**config.mk**
```make
export PLATFORM = sky130hd
export DESIGN_NAME = aq_vidu_vid_wbt_fp_flat
export DESIGN_NICKNAME = d
export VERILOG_FILES = /design/src/rtl/aq_vidu_vid_wbt_fp_if.sv /design/src/rtl/aq_vidu_vid_wbt_fp.sv /design/src/flat_wrapper.sv
export SDC_FILE = /design/constraint.sdc
export NUM_CORES = 1
export LEC_CHECK = 0
export BUFFER_PORTS_ARGS = -buffer_cell sky130_fd_sc_hd__buf_2
export CORE_ASPECT_RATIO = 0.8
export CORE_MARGIN = 1.5
export CORE_UTILIZATION = 30
export CTS_CLUSTER_DIAMETER = 80
export DETAILED_ROUTE_END_ITERATION = 10
export PLACE_DENSITY_LB_ADDON = 0.12
export REMOVE_ABC_BUFFERS = 1
export SLEW_MARGIN = 20
export SYNTH_ARGS = -nofsm -noshare
export SYNTH_HDL_FRONTEND = slang
export SYNTH_SLANG_ARGS = --single-unit
export TNS_END_PERCENT = 10
```
**constraint.sdc**
```tcl
create_clock -name forever_cpuclk -period 8.4 [get_ports forever_cpuclk]
set_clock_uncertainty 0.2 [all_clocks]
set_input_delay 1.26 -clock forever_cpuclk [delete_from_list [all_inputs] [get_ports forever_cpuclk]]
set_output_delay 1.26 -clock forever_cpuclk [all_outputs]
set_load 0.1 [all_outputs]
```
**src/rtl/aq_vidu_vid_wbt_fp_if.sv**
```systemverilog
// Dispatch, write-back and read-port bundle of the FP write-back table.
interface aq_vidu_vid_wbt_fp_if;
  logic       ctrl_wbt_fp_dis_inst_vld;
  logic       ctrl_wbt_fp_dis_inst_gateclk_vld;
  logic       dp_wbt_fp_dstf_vld;
  logic [4:0] dp_wbt_fp_dstf_reg;
  logic       dp_wbt_fp_wb_type;
  logic [4:0] dp_wbt_fp_srcf0_reg;
  logic [4:0] dp_wbt_fp_srcf1_reg;
  logic [4:0] dp_wbt_fp_srcf2_reg;
  logic [4:0] dp_wbt_fp_srcfm_reg;
  logic       vpu_vidu_fp_wb_vld;
  logic [4:0] vpu_vidu_fp_wb_reg;
  logic       lsu_vidu_fp_wb_vld;
  logic [4:0] lsu_vidu_fp_wb_reg;
  logic       rtu_vidu_wbt_flush;
  logic [2:0] wbt_ctrl_fp_srcv0_info;
  logic [2:0] wbt_ctrl_fp_srcv1_info;
  logic [2:0] wbt_ctrl_fp_srcv2_info;
  logic [2:0] wbt_ctrl_fp_srcvm_info;
  logic [2:0] wbt_ctrl_fp_dstv_info;
  logic       wbt_vidu_fp_empty;

  modport master (
    output ctrl_wbt_fp_dis_inst_vld,
    output ctrl_wbt_fp_dis_inst_gateclk_vld,
    output dp_wbt_fp_dstf_vld,
    output dp_wbt_fp_dstf_reg,
    output dp_wbt_fp_wb_type,
    output dp_wbt_fp_srcf0_reg,
    output dp_wbt_fp_srcf1_reg,
    output dp_wbt_fp_srcf2_reg,
    output dp_wbt_fp_srcfm_reg,
    output vpu_vidu_fp_wb_vld,
    output vpu_vidu_fp_wb_reg,
    output lsu_vidu_fp_wb_vld,
    output lsu_vidu_fp_wb_reg,
    output rtu_vidu_wbt_flush,
    input  wbt_ctrl_fp_srcv0_info,
    input  wbt_ctrl_fp_srcv1_info,
    input  wbt_ctrl_fp_srcv2_info,
    input  wbt_ctrl_fp_srcvm_info,
    input  wbt_ctrl_fp_dstv_info,
    input  wbt_vidu_fp_empty
  );

  modport slave (
    input  ctrl_wbt_fp_dis_inst_vld,
    input  ctrl_wbt_fp_dis_inst_gateclk_vld,
    input  dp_wbt_fp_dstf_vld,
    input  dp_wbt_fp_dstf_reg,
    input  dp_wbt_fp_wb_type,
    input  dp_wbt_fp_srcf0_reg,
    input  dp_wbt_fp_srcf1_reg,
    input  dp_wbt_fp_srcf2_reg,
    input  dp_wbt_fp_srcfm_reg,
    input  vpu_vidu_fp_wb_vld,
    input  vpu_vidu_fp_wb_reg,
    input  lsu_vidu_fp_wb_vld,
    input  lsu_vidu_fp_wb_reg,
    input  rtu_vidu_wbt_flush,
    output wbt_ctrl_fp_srcv0_info,
    output wbt_ctrl_fp_srcv1_info,
    output wbt_ctrl_fp_srcv2_info,
    output wbt_ctrl_fp_srcvm_info,
    output wbt_ctrl_fp_dstv_info,
    output wbt_vidu_fp_empty
  );
endinterface

```
**src/rtl/aq_vidu_vid_wbt_fp.sv**
```systemverilog
// FP write-back table: per-register {VLD,TYPE,CNT} producer tracking.
// Define VIDU_WBT_RD_BYPASS_EN to bypass same-cycle retires onto reads.
module aq_vidu_vid_wbt_fp (
  input logic                 forever_cpuclk,
  input logic                 cpurst_b,
  aq_vidu_vid_wbt_fp_if.slave wbt
);
  localparam int NUM_FREG = 32;
  localparam int INFO_W   = 3;

  logic [NUM_FREG-1:0] r_vld;
  logic [NUM_FREG-1:0] r_type;
  logic [NUM_FREG-1:0] r_cnt;

  logic                w_alloc;
  logic [NUM_FREG-1:0] w_alloc_hit;
  logic [NUM_FREG-1:0] w_alloc_ok;
  logic [NUM_FREG-1:0] w_vpu_hit;
  logic [NUM_FREG-1:0] w_lsu_hit;
  logic [NUM_FREG-1:0] w_en;
  logic [NUM_FREG-1:0] w_vld_n;
  logic [NUM_FREG-1:0] w_type_n;
  logic [NUM_FREG-1:0] w_cnt_n;
  logic [1:0]          w_pend_old [NUM_FREG];
  logic [1:0]          w_ret      [NUM_FREG];
  logic [1:0]          w_ret_eff  [NUM_FREG];
  logic [1:0]          w_pend_new [NUM_FREG];
  logic [1:0]          w_pend_rd  [NUM_FREG];
  logic [INFO_W-1:0]   w_info     [NUM_FREG];

  assign w_alloc = wbt.ctrl_wbt_fp_dis_inst_vld
                 & wbt.dp_wbt_fp_dstf_vld;

  // Work in pending counts; retires beyond what is pending are dropped.
  always_comb begin
    for (int i = 0; i < NUM_FREG; i++) begin
      w_alloc_hit[i] = w_alloc
        && (wbt.dp_wbt_fp_dstf_reg == 5'(i));
      w_vpu_hit[i] = wbt.vpu_vidu_fp_wb_vld
        && (wbt.vpu_vidu_fp_wb_reg == 5'(i));
      w_lsu_hit[i] = wbt.lsu_vidu_fp_wb_vld
        && (wbt.lsu_vidu_fp_wb_reg == 5'(i));
      w_pend_old[i] = r_vld[i] ? 2'd0
                    : (r_cnt[i] ? 2'd2 : 2'd1);
      w_ret[i] = {1'b0, w_vpu_hit[i]}
               + {1'b0, w_lsu_hit[i]};
      w_ret_eff[i] = (w_ret[i] > w_pend_old[i])
                   ? w_pend_old[i] : w_ret[i];
      w_alloc_ok[i] = w_alloc_hit[i]
                    && (w_pend_old[i] != 2'd2);
      w_pend_new[i] = w_pend_old[i]
                    + {1'b0, w_alloc_ok[i]}
                    - w_ret_eff[i];
      w_vld_n[i] = (w_pend_new[i] == 2'd0);
      w_cnt_n[i] = (w_pend_new[i] == 2'd2);
      w_type_n[i] = (w_alloc_ok[i]
        && ((w_pend_old[i] == 2'd0) || (w_ret[i] != 2'd0)))
        ? wbt.dp_wbt_fp_wb_type : r_type[i];
      w_en[i] = wbt.rtu_vidu_wbt_flush
        | (wbt.ctrl_wbt_fp_dis_inst_gateclk_vld
           && wbt.dp_wbt_fp_dstf_vld
           && (wbt.dp_wbt_fp_dstf_reg == 5'(i)))
        | w_vpu_hit[i] | w_lsu_hit[i];
`ifdef VIDU_WBT_RD_BYPASS_EN
      w_pend_rd[i] = w_pend_old[i] - w_ret_eff[i];
`else
      w_pend_rd[i] = w_pend_old[i];
`endif
      w_info[i] = {w_pend_rd[i] == 2'd0, r_type[i],
                   w_pend_rd[i] == 2'd2};
    end
  end

  always_ff @(posedge forever_cpuclk or negedge cpurst_b) begin
    if (!cpurst_b) begin
      r_vld  <= '1;
      r_type <= '0;
      r_cnt  <= '0;
    end else if (wbt.rtu_vidu_wbt_flush) begin
      r_vld  <= '1;
      r_type <= '0;
      r_cnt  <= '0;
    end else begin
      for (int i = 0; i < NUM_FREG; i++) begin
        if (w_en[i]) begin
          r_vld[i]  <= w_vld_n[i];
          r_type[i] <= w_type_n[i];
          r_cnt[i]  <= w_cnt_n[i];
        end
      end
    end
  end

  always_ff @(posedge forever_cpuclk) begin
    if (cpurst_b && !wbt.rtu_vidu_wbt_flush) begin
      for (int i = 0; i < NUM_FREG; i++) begin
        assert (!(w_alloc_hit[i] && w_pend_old[i] == 2'd2));
        assert (!((w_ret[i] != 2'd0) && r_vld[i]));
      end
    end
  end

  assign wbt.wbt_ctrl_fp_srcv0_info = w_info[wbt.dp_wbt_fp_srcf0_reg];
  assign wbt.wbt_ctrl_fp_srcv1_info = w_info[wbt.dp_wbt_fp_srcf1_reg];
  assign wbt.wbt_ctrl_fp_srcv2_info = w_info[wbt.dp_wbt_fp_srcf2_reg];
  assign wbt.wbt_ctrl_fp_srcvm_info = w_info[wbt.dp_wbt_fp_srcfm_reg];
  assign wbt.wbt_ctrl_fp_dstv_info  = w_info[wbt.dp_wbt_fp_dstf_reg];
  assign wbt.wbt_vidu_fp_empty      = &r_vld;
endmodule

```
**src/flat_wrapper.sv**
```systemverilog
// flat-port wrapper written by rule: the top's interface ports become plain ports
module aq_vidu_vid_wbt_fp_flat 
  (forever_cpuclk, cpurst_b, wbt_ctrl_wbt_fp_dis_inst_vld, wbt_ctrl_wbt_fp_dis_inst_gateclk_vld, wbt_dp_wbt_fp_dstf_vld, wbt_dp_wbt_fp_dstf_reg, wbt_dp_wbt_fp_wb_type, wbt_dp_wbt_fp_srcf0_reg, wbt_dp_wbt_fp_srcf1_reg, wbt_dp_wbt_fp_srcf2_reg, wbt_dp_wbt_fp_srcfm_reg, wbt_vpu_vidu_fp_wb_vld, wbt_vpu_vidu_fp_wb_reg, wbt_lsu_vidu_fp_wb_vld, wbt_lsu_vidu_fp_wb_reg, wbt_rtu_vidu_wbt_flush, wbt_wbt_ctrl_fp_srcv0_info, wbt_wbt_ctrl_fp_srcv1_info, wbt_wbt_ctrl_fp_srcv2_info, wbt_wbt_ctrl_fp_srcvm_info, wbt_wbt_ctrl_fp_dstv_info, wbt_wbt_vidu_fp_empty);
  aq_vidu_vid_wbt_fp_if wbt_i ();
  input logic forever_cpuclk;
  input logic cpurst_b;
  input wire logic [$bits(wbt_i.ctrl_wbt_fp_dis_inst_vld)-1:0] wbt_ctrl_wbt_fp_dis_inst_vld;
  input wire logic [$bits(wbt_i.ctrl_wbt_fp_dis_inst_gateclk_vld)-1:0] wbt_ctrl_wbt_fp_dis_inst_gateclk_vld;
  input wire logic [$bits(wbt_i.dp_wbt_fp_dstf_vld)-1:0] wbt_dp_wbt_fp_dstf_vld;
  input wire logic [$bits(wbt_i.dp_wbt_fp_dstf_reg)-1:0] wbt_dp_wbt_fp_dstf_reg;
  input wire logic [$bits(wbt_i.dp_wbt_fp_wb_type)-1:0] wbt_dp_wbt_fp_wb_type;
  input wire logic [$bits(wbt_i.dp_wbt_fp_srcf0_reg)-1:0] wbt_dp_wbt_fp_srcf0_reg;
  input wire logic [$bits(wbt_i.dp_wbt_fp_srcf1_reg)-1:0] wbt_dp_wbt_fp_srcf1_reg;
  input wire logic [$bits(wbt_i.dp_wbt_fp_srcf2_reg)-1:0] wbt_dp_wbt_fp_srcf2_reg;
  input wire logic [$bits(wbt_i.dp_wbt_fp_srcfm_reg)-1:0] wbt_dp_wbt_fp_srcfm_reg;
  input wire logic [$bits(wbt_i.vpu_vidu_fp_wb_vld)-1:0] wbt_vpu_vidu_fp_wb_vld;
  input wire logic [$bits(wbt_i.vpu_vidu_fp_wb_reg)-1:0] wbt_vpu_vidu_fp_wb_reg;
  input wire logic [$bits(wbt_i.lsu_vidu_fp_wb_vld)-1:0] wbt_lsu_vidu_fp_wb_vld;
  input wire logic [$bits(wbt_i.lsu_vidu_fp_wb_reg)-1:0] wbt_lsu_vidu_fp_wb_reg;
  input wire logic [$bits(wbt_i.rtu_vidu_wbt_flush)-1:0] wbt_rtu_vidu_wbt_flush;
  output wire logic [$bits(wbt_i.wbt_ctrl_fp_srcv0_info)-1:0] wbt_wbt_ctrl_fp_srcv0_info;
  output wire logic [$bits(wbt_i.wbt_ctrl_fp_srcv1_info)-1:0] wbt_wbt_ctrl_fp_srcv1_info;
  output wire logic [$bits(wbt_i.wbt_ctrl_fp_srcv2_info)-1:0] wbt_wbt_ctrl_fp_srcv2_info;
  output wire logic [$bits(wbt_i.wbt_ctrl_fp_srcvm_info)-1:0] wbt_wbt_ctrl_fp_srcvm_info;
  output wire logic [$bits(wbt_i.wbt_ctrl_fp_dstv_info)-1:0] wbt_wbt_ctrl_fp_dstv_info;
  output wire logic [$bits(wbt_i.wbt_vidu_fp_empty)-1:0] wbt_wbt_vidu_fp_empty;
  assign wbt_i.ctrl_wbt_fp_dis_inst_vld = wbt_ctrl_wbt_fp_dis_inst_vld;
  assign wbt_i.ctrl_wbt_fp_dis_inst_gateclk_vld = wbt_ctrl_wbt_fp_dis_inst_gateclk_vld;
  assign wbt_i.dp_wbt_fp_dstf_vld = wbt_dp_wbt_fp_dstf_vld;
  assign wbt_i.dp_wbt_fp_dstf_reg = wbt_dp_wbt_fp_dstf_reg;
  assign wbt_i.dp_wbt_fp_wb_type = wbt_dp_wbt_fp_wb_type;
  assign wbt_i.dp_wbt_fp_srcf0_reg = wbt_dp_wbt_fp_srcf0_reg;
  assign wbt_i.dp_wbt_fp_srcf1_reg = wbt_dp_wbt_fp_srcf1_reg;
  assign wbt_i.dp_wbt_fp_srcf2_reg = wbt_dp_wbt_fp_srcf2_reg;
  assign wbt_i.dp_wbt_fp_srcfm_reg = wbt_dp_wbt_fp_srcfm_reg;
  assign wbt_i.vpu_vidu_fp_wb_vld = wbt_vpu_vidu_fp_wb_vld;
  assign wbt_i.vpu_vidu_fp_wb_reg = wbt_vpu_vidu_fp_wb_reg;
  assign wbt_i.lsu_vidu_fp_wb_vld = wbt_lsu_vidu_fp_wb_vld;
  assign wbt_i.lsu_vidu_fp_wb_reg = wbt_lsu_vidu_fp_wb_reg;
  assign wbt_i.rtu_vidu_wbt_flush = wbt_rtu_vidu_wbt_flush;
  assign wbt_wbt_ctrl_fp_srcv0_info = wbt_i.wbt_ctrl_fp_srcv0_info;
  assign wbt_wbt_ctrl_fp_srcv1_info = wbt_i.wbt_ctrl_fp_srcv1_info;
  assign wbt_wbt_ctrl_fp_srcv2_info = wbt_i.wbt_ctrl_fp_srcv2_info;
  assign wbt_wbt_ctrl_fp_srcvm_info = wbt_i.wbt_ctrl_fp_srcvm_info;
  assign wbt_wbt_ctrl_fp_dstv_info = wbt_i.wbt_ctrl_fp_dstv_info;
  assign wbt_wbt_vidu_fp_empty = wbt_i.wbt_vidu_fp_empty;
  aq_vidu_vid_wbt_fp u_core (.forever_cpuclk(forever_cpuclk), .cpurst_b(cpurst_b), .wbt(wbt_i));
endmodule
```
==> metrics.log <==
INFO  metric stdcell_count = 2,204
INFO  metric number_of_buffers_inserted_to_repair_setup_after_cts = 0
INFO  metric fin_tns_setup = 0 ps
INFO  metric run_status = finished, final reports clean
INFO  metric clock_tree_from_tritoncts = built
INFO  metric detailedPlacementHpwl = 43,900 um
INFO  metric port_buffer_count = 59
INFO  metric max-cap-violations = 0
INFO  metric routed-via-count = 12,600
INFO  metric post_cts_resize_count = 0
INFO  metric post_route_cells_drive_above_1_share = 19.4%
INFO  metric clock_power_share = 35.3%
INFO  metric post-route-util = around a third
INFO  metric critical_path.startpoint = wbt_dp_wbt_fp_dstf_reg[0]
INFO  metric antenna_violations_before_repair = 5
INFO  metric grt_start_max_net_pins = 56
INFO  metric worst_path_dominant_cell_family = buffers and inverters
INFO  metric power-per-cell-area = 85.3 nW/um^2
INFO  metric power.share.sequential = 38.6%
INFO  metric cts_inserted_buffers = 9
INFO  metric worst_ep_arrival_time = 4250 ps
INFO  metric num_rows = 72
INFO  metric worst-path-buf-inv = 3
INFO  metric yosys_warnings = 0
INFO  metric unrepaired_setup_endpoints_after_global_routing = no
INFO  metric setup_violations = 0
INFO  metric power_report.internal_total = 830 uW
INFO  metric cts_max_path_buffers = 2
INFO  metric post_synth_instance_area = 14,700 um^2
INFO  metric comb_power_share = 26.0%
INFO  metric report.final.slew_viol_count = 0
INFO  metric vias_per_cell = 5.71
INFO  metric dieArea = 50,200 um^2
INFO  metric synthArstFlopShare = 100%
INFO  metric post-route-min-period = 5710 ps
INFO  metric grt_pass1_vias = approximately 12,000
INFO  metric netSwitchingFraction = 37.9%
INFO  metric holdBufCountCts = 0
INFO  metric placedCellCount = 2,185
INFO  metric critPathMaxStageDelay = roughly 750 ps
INFO  metric final_net_count = approximately 1,800
INFO  metric synth_edf_count = 0
INFO  metric root_buffer = sky130_fd_sc_hd__clkbuf_16
INFO  metric hold_viol = 0
INFO  metric critPathSlowestCell = sky130_fd_sc_hd__a2111oi_0
INFO  metric gp_congestion = 0.899
INFO  metric netlist_instances = 1,608
INFO  metric timing_worst_slew_pin_value = 1030 ps
INFO  metric insertion_delay = 400 ps
INFO  metric effective_utilization_at_floorplan = 30.4%
INFO  metric fp.dieW = 250 um
INFO  metric max_freq = 175 MHz
INFO  metric synth_top_flop_cell = sky130_fd_sc_hd__dfrtp_1
INFO  metric areaGrowthSynthToFinish = 6.79%
INFO  metric post_drt_wl_per_cell = 26.4 um
INFO  metric setup.worst_path.class = input port to output pin
INFO  metric antenna_left = 0
INFO  metric path_clk_slew = 80 ps
INFO  metric detail_route.drc_violations = 0
INFO  metric grtUsageTotal = 23.5%
INFO  metric cts.sinks = 96
INFO  metric final.period_utilization = 68.0%
INFO  metric route.final.wire_length = 58,300 um
INFO  metric crit_path_max_fanout = 23
INFO  metric fillers = between 4,000 and 5,000
INFO  metric synth-seq-area-share = between 10% and 20%
INFO  metric total_power = between 1000 and 1500 uW
INFO  metric cp_cell_sequence = buf_2, buf_4, mux4_2, mux2i_1, nor2_1, a2111oi_0, nor2_1, buf_2
INFO  metric clock_tree.htree_level_count = 3
INFO  metric layout.cell_area.non_filler = 15,700 um^2
INFO  metric hold_path_startpoint = u_core.r_cnt[31]
INFO  metric power.ir.vdd_worst = about 0.00011 V
INFO  metric slew-limit-headroom = 31.0%
INFO  metric endpoint_kind = output pin
INFO  metric holdCritPathClass = flip-flop to flip-flop
INFO  metric ys_seq_elements = 96
INFO  metric timing.critical_path.from_type = input port
INFO  metric detail_route.iter0.violations = 1,353
INFO  metric grt-ovfl-total = 0
INFO  metric synth.avg_cell_area = 9.12 um^2
INFO  metric switching_power = roughly 510 uW
INFO  metric post_synth_num_cell_types = 61
INFO  metric postPlaceCellArea = 15,300 um^2
INFO  metric worst_r2r_startpoint = u_core.r_vld[19]
INFO  metric drt-pass1-iter-count = 5
INFO  metric power.leakage = 0.00787 uW
INFO  metric fp.coreArea = 48,300 um^2
INFO  metric die_h = around 200 um
INFO  metric grt_first_pass_wirelength = 85,200 um
INFO  metric crit_required = 6940 ps
INFO  metric ioPinCount = 60
-- power by group through the flow --
stage,clock network (uW),logic (uW),registers (uW)
2_1_floorplan,0,194,497
3_3_place_gp,0,343,522
3_5_place_dp,0,345,522
4_1_cts,490,346,513
5_1_grt,506,370,516
6_report,472,348,516
-- layer usage --
| layer | global-route usage [%] | part of all wire [%] | vias up |
|---|---|---|---|
| met5 | 0 | 0 | - |
| met4 | 4.35 | 1.5 | 0 |
| met3 | 8.00 | 10 | 56 |
| met2 | 32.6 | 40 | 568 |
| met1 | 34.8 | 48 | 6289 |
| li1 | - | - | 5664 |
-- final cells by class --
| class | count | area (um^2) | area share, % |
|---|---|---|---|
| Clock buffer | 10 | 239 | 1.53 |
| Tap cell | 629 | 787 | 5.03 |
| Antenna cell | 3 | 7.51 | 0.0479 |
| Timing Repair Buffer | 72 | 402 | 2.56 |
| Clock inverter | 6 | 65.1 | 0.415 |
| Multi-Input combinational cell | 1162 | 10900 | 69.4 |
| Inverter | 226 | 848 | 5.42 |
| Sequential cell | 96 | 2440 | 15.6 |
-- metrics by stage --
step	hold slack (ps)	setup WS [ps]
after floorplan	287	2770
after global placement	324	2780
after detailed placement	326	2780
after CTS	346	2770
after global routing	372	2610
final	338	2690
-- Yosys cell counts, types with 7 or more instances --
cell | n | area [um^2]
sky130_fd_sc_hd__a2111oi_4 | 17 | 468
sky130_fd_sc_hd__a21oi_1 | 71 | 355
sky130_fd_sc_hd__a2bb2oi_1 | 23 | 201
sky130_fd_sc_hd__a32o_1 | 10 | 100
sky130_fd_sc_hd__buf_1 | 13 | 48.8
sky130_fd_sc_hd__buf_2 | 21 | 105
sky130_fd_sc_hd__clkbuf_1 | 82 | 308
sky130_fd_sc_hd__dfrtp_1 | 64 | 1600
sky130_fd_sc_hd__dfstp_2 | 32 | 841
sky130_fd_sc_hd__ha_1 | 193 | 2410
sky130_fd_sc_hd__inv_1 | 226 | 848
sky130_fd_sc_hd__mux2_2 | 17 | 191
sky130_fd_sc_hd__mux2i_1 | 39 | 390
sky130_fd_sc_hd__mux4_2 | 129 | 2910
sky130_fd_sc_hd__nand2_1 | 142 | 533
sky130_fd_sc_hd__nand2b_1 | 37 | 231
sky130_fd_sc_hd__nand3_1 | 23 | 115
sky130_fd_sc_hd__nand4_1 | 10 | 62.6
sky130_fd_sc_hd__nor2_1 | 146 | 548
sky130_fd_sc_hd__nor2b_1 | 13 | 81.3
sky130_fd_sc_hd__nor3_1 | 21 | 105
sky130_fd_sc_hd__nor3b_1 | 7 | 52.6
sky130_fd_sc_hd__o211ai_1 | 23 | 173
sky130_fd_sc_hd__o21ai_0 | 55 | 275
sky130_fd_sc_hd__o22a_1 | 31 | 272
sky130_fd_sc_hd__o41ai_1 | 18 | 158
sky130_fd_sc_hd__xnor2_1 | 38 | 333
sky130_fd_sc_hd__xor2_1 | 26 | 228
-- cell families after synthesis --
| group | share of synthesized area (%) |
|---|---|
| DFF | 16.7 |
| xor gates and xnor gates | 3.82 |
| adders and majority gates | 16.5 |
| buffers and inverters | 9.38 |
| AOI/OAI and AO/OA | 15.6 |
| muxes | 23.8 |
| and+or+nand+nor | 14.3 |
-- worst paths after layout --
check                                                     to  slack, ps  cells after the start
worst max-delay path            wbt_wbt_ctrl_fp_dstv_info[1]       2690                      8
worst min-delay path                        u_core.r_cnt[31]        340                      2
worst max register to register              u_core.r_cnt[19]       4990                     12
worst min register to register              u_core.r_cnt[31]        340                      2
max in group asynchronous                  u_core.r_type[30]       6040                      2
min in group asynchronous                    u_core.r_cnt[0]        690                      1
-- cells in the final DEF (no fill, tap or decap), types with 7 or more instances in the layout --
| cell type | synthesis | final |
|---|---|---|
| sky130_fd_sc_hd__xnor2_1 | 38 | 38 |
| sky130_fd_sc_hd__nor2b_1 | 13 | 11 |
| sky130_fd_sc_hd__inv_1 | 226 | 226 |
| sky130_fd_sc_hd__o41ai_1 | 18 | 18 |
| sky130_fd_sc_hd__ha_1 | 193 | 193 |
| sky130_fd_sc_hd__o22a_1 | 31 | 31 |
| sky130_fd_sc_hd__nand2_1 | 142 | 142 |
| sky130_fd_sc_hd__dfstp_2 | 32 | 32 |
| sky130_fd_sc_hd__mux4_2 | 129 | 129 |
| sky130_fd_sc_hd__dfrtp_1 | 64 | 64 |
| sky130_fd_sc_hd__o211ai_1 | 23 | 23 |
| sky130_fd_sc_hd__o21ai_0 | 55 | 55 |
| sky130_fd_sc_hd__a2bb2oi_1 | 23 | 23 |
| sky130_fd_sc_hd__nand4_1 | 10 | 10 |
| sky130_fd_sc_hd__clkbuf_16 | 0 | 9 |
| sky130_fd_sc_hd__xor2_1 | 26 | 26 |
| sky130_fd_sc_hd__buf_2 | 21 | 57 |
| sky130_fd_sc_hd__a2111oi_4 | 17 | 17 |
| sky130_fd_sc_hd__nor2_1 | 146 | 146 |
| sky130_fd_sc_hd__mux2i_1 | 39 | 39 |
| sky130_fd_sc_hd__nand2b_1 | 37 | 37 |
| sky130_fd_sc_hd__nand3_1 | 23 | 23 |
| sky130_fd_sc_hd__a32o_1 | 10 | 10 |
| sky130_fd_sc_hd__nor3_1 | 21 | 20 |
| sky130_fd_sc_hd__nor3b_1 | 7 | 7 |
| sky130_fd_sc_hd__a21oi_1 | 71 | 71 |
| sky130_fd_sc_hd__mux2_2 | 17 | 17 |
| sky130_fd_sc_hd__buf_4 | 5 | 14 |
-- registers in the layout, indices dropped and copies added, names as in the netlist --
signal / flops
u_core.r_cnt: 32
u_core.r_type: 32
u_core.r_vld: 32
-- tightest hold or removal path: stages (launching register included) --
cell	delay, ps
sky130_fd_sc_hd__dfrtp_1	390
sky130_fd_sc_hd__nand2_1	60
sky130_fd_sc_hd__o21ai_0	60
Note: power is estimated with default switching activity, not from simulation.
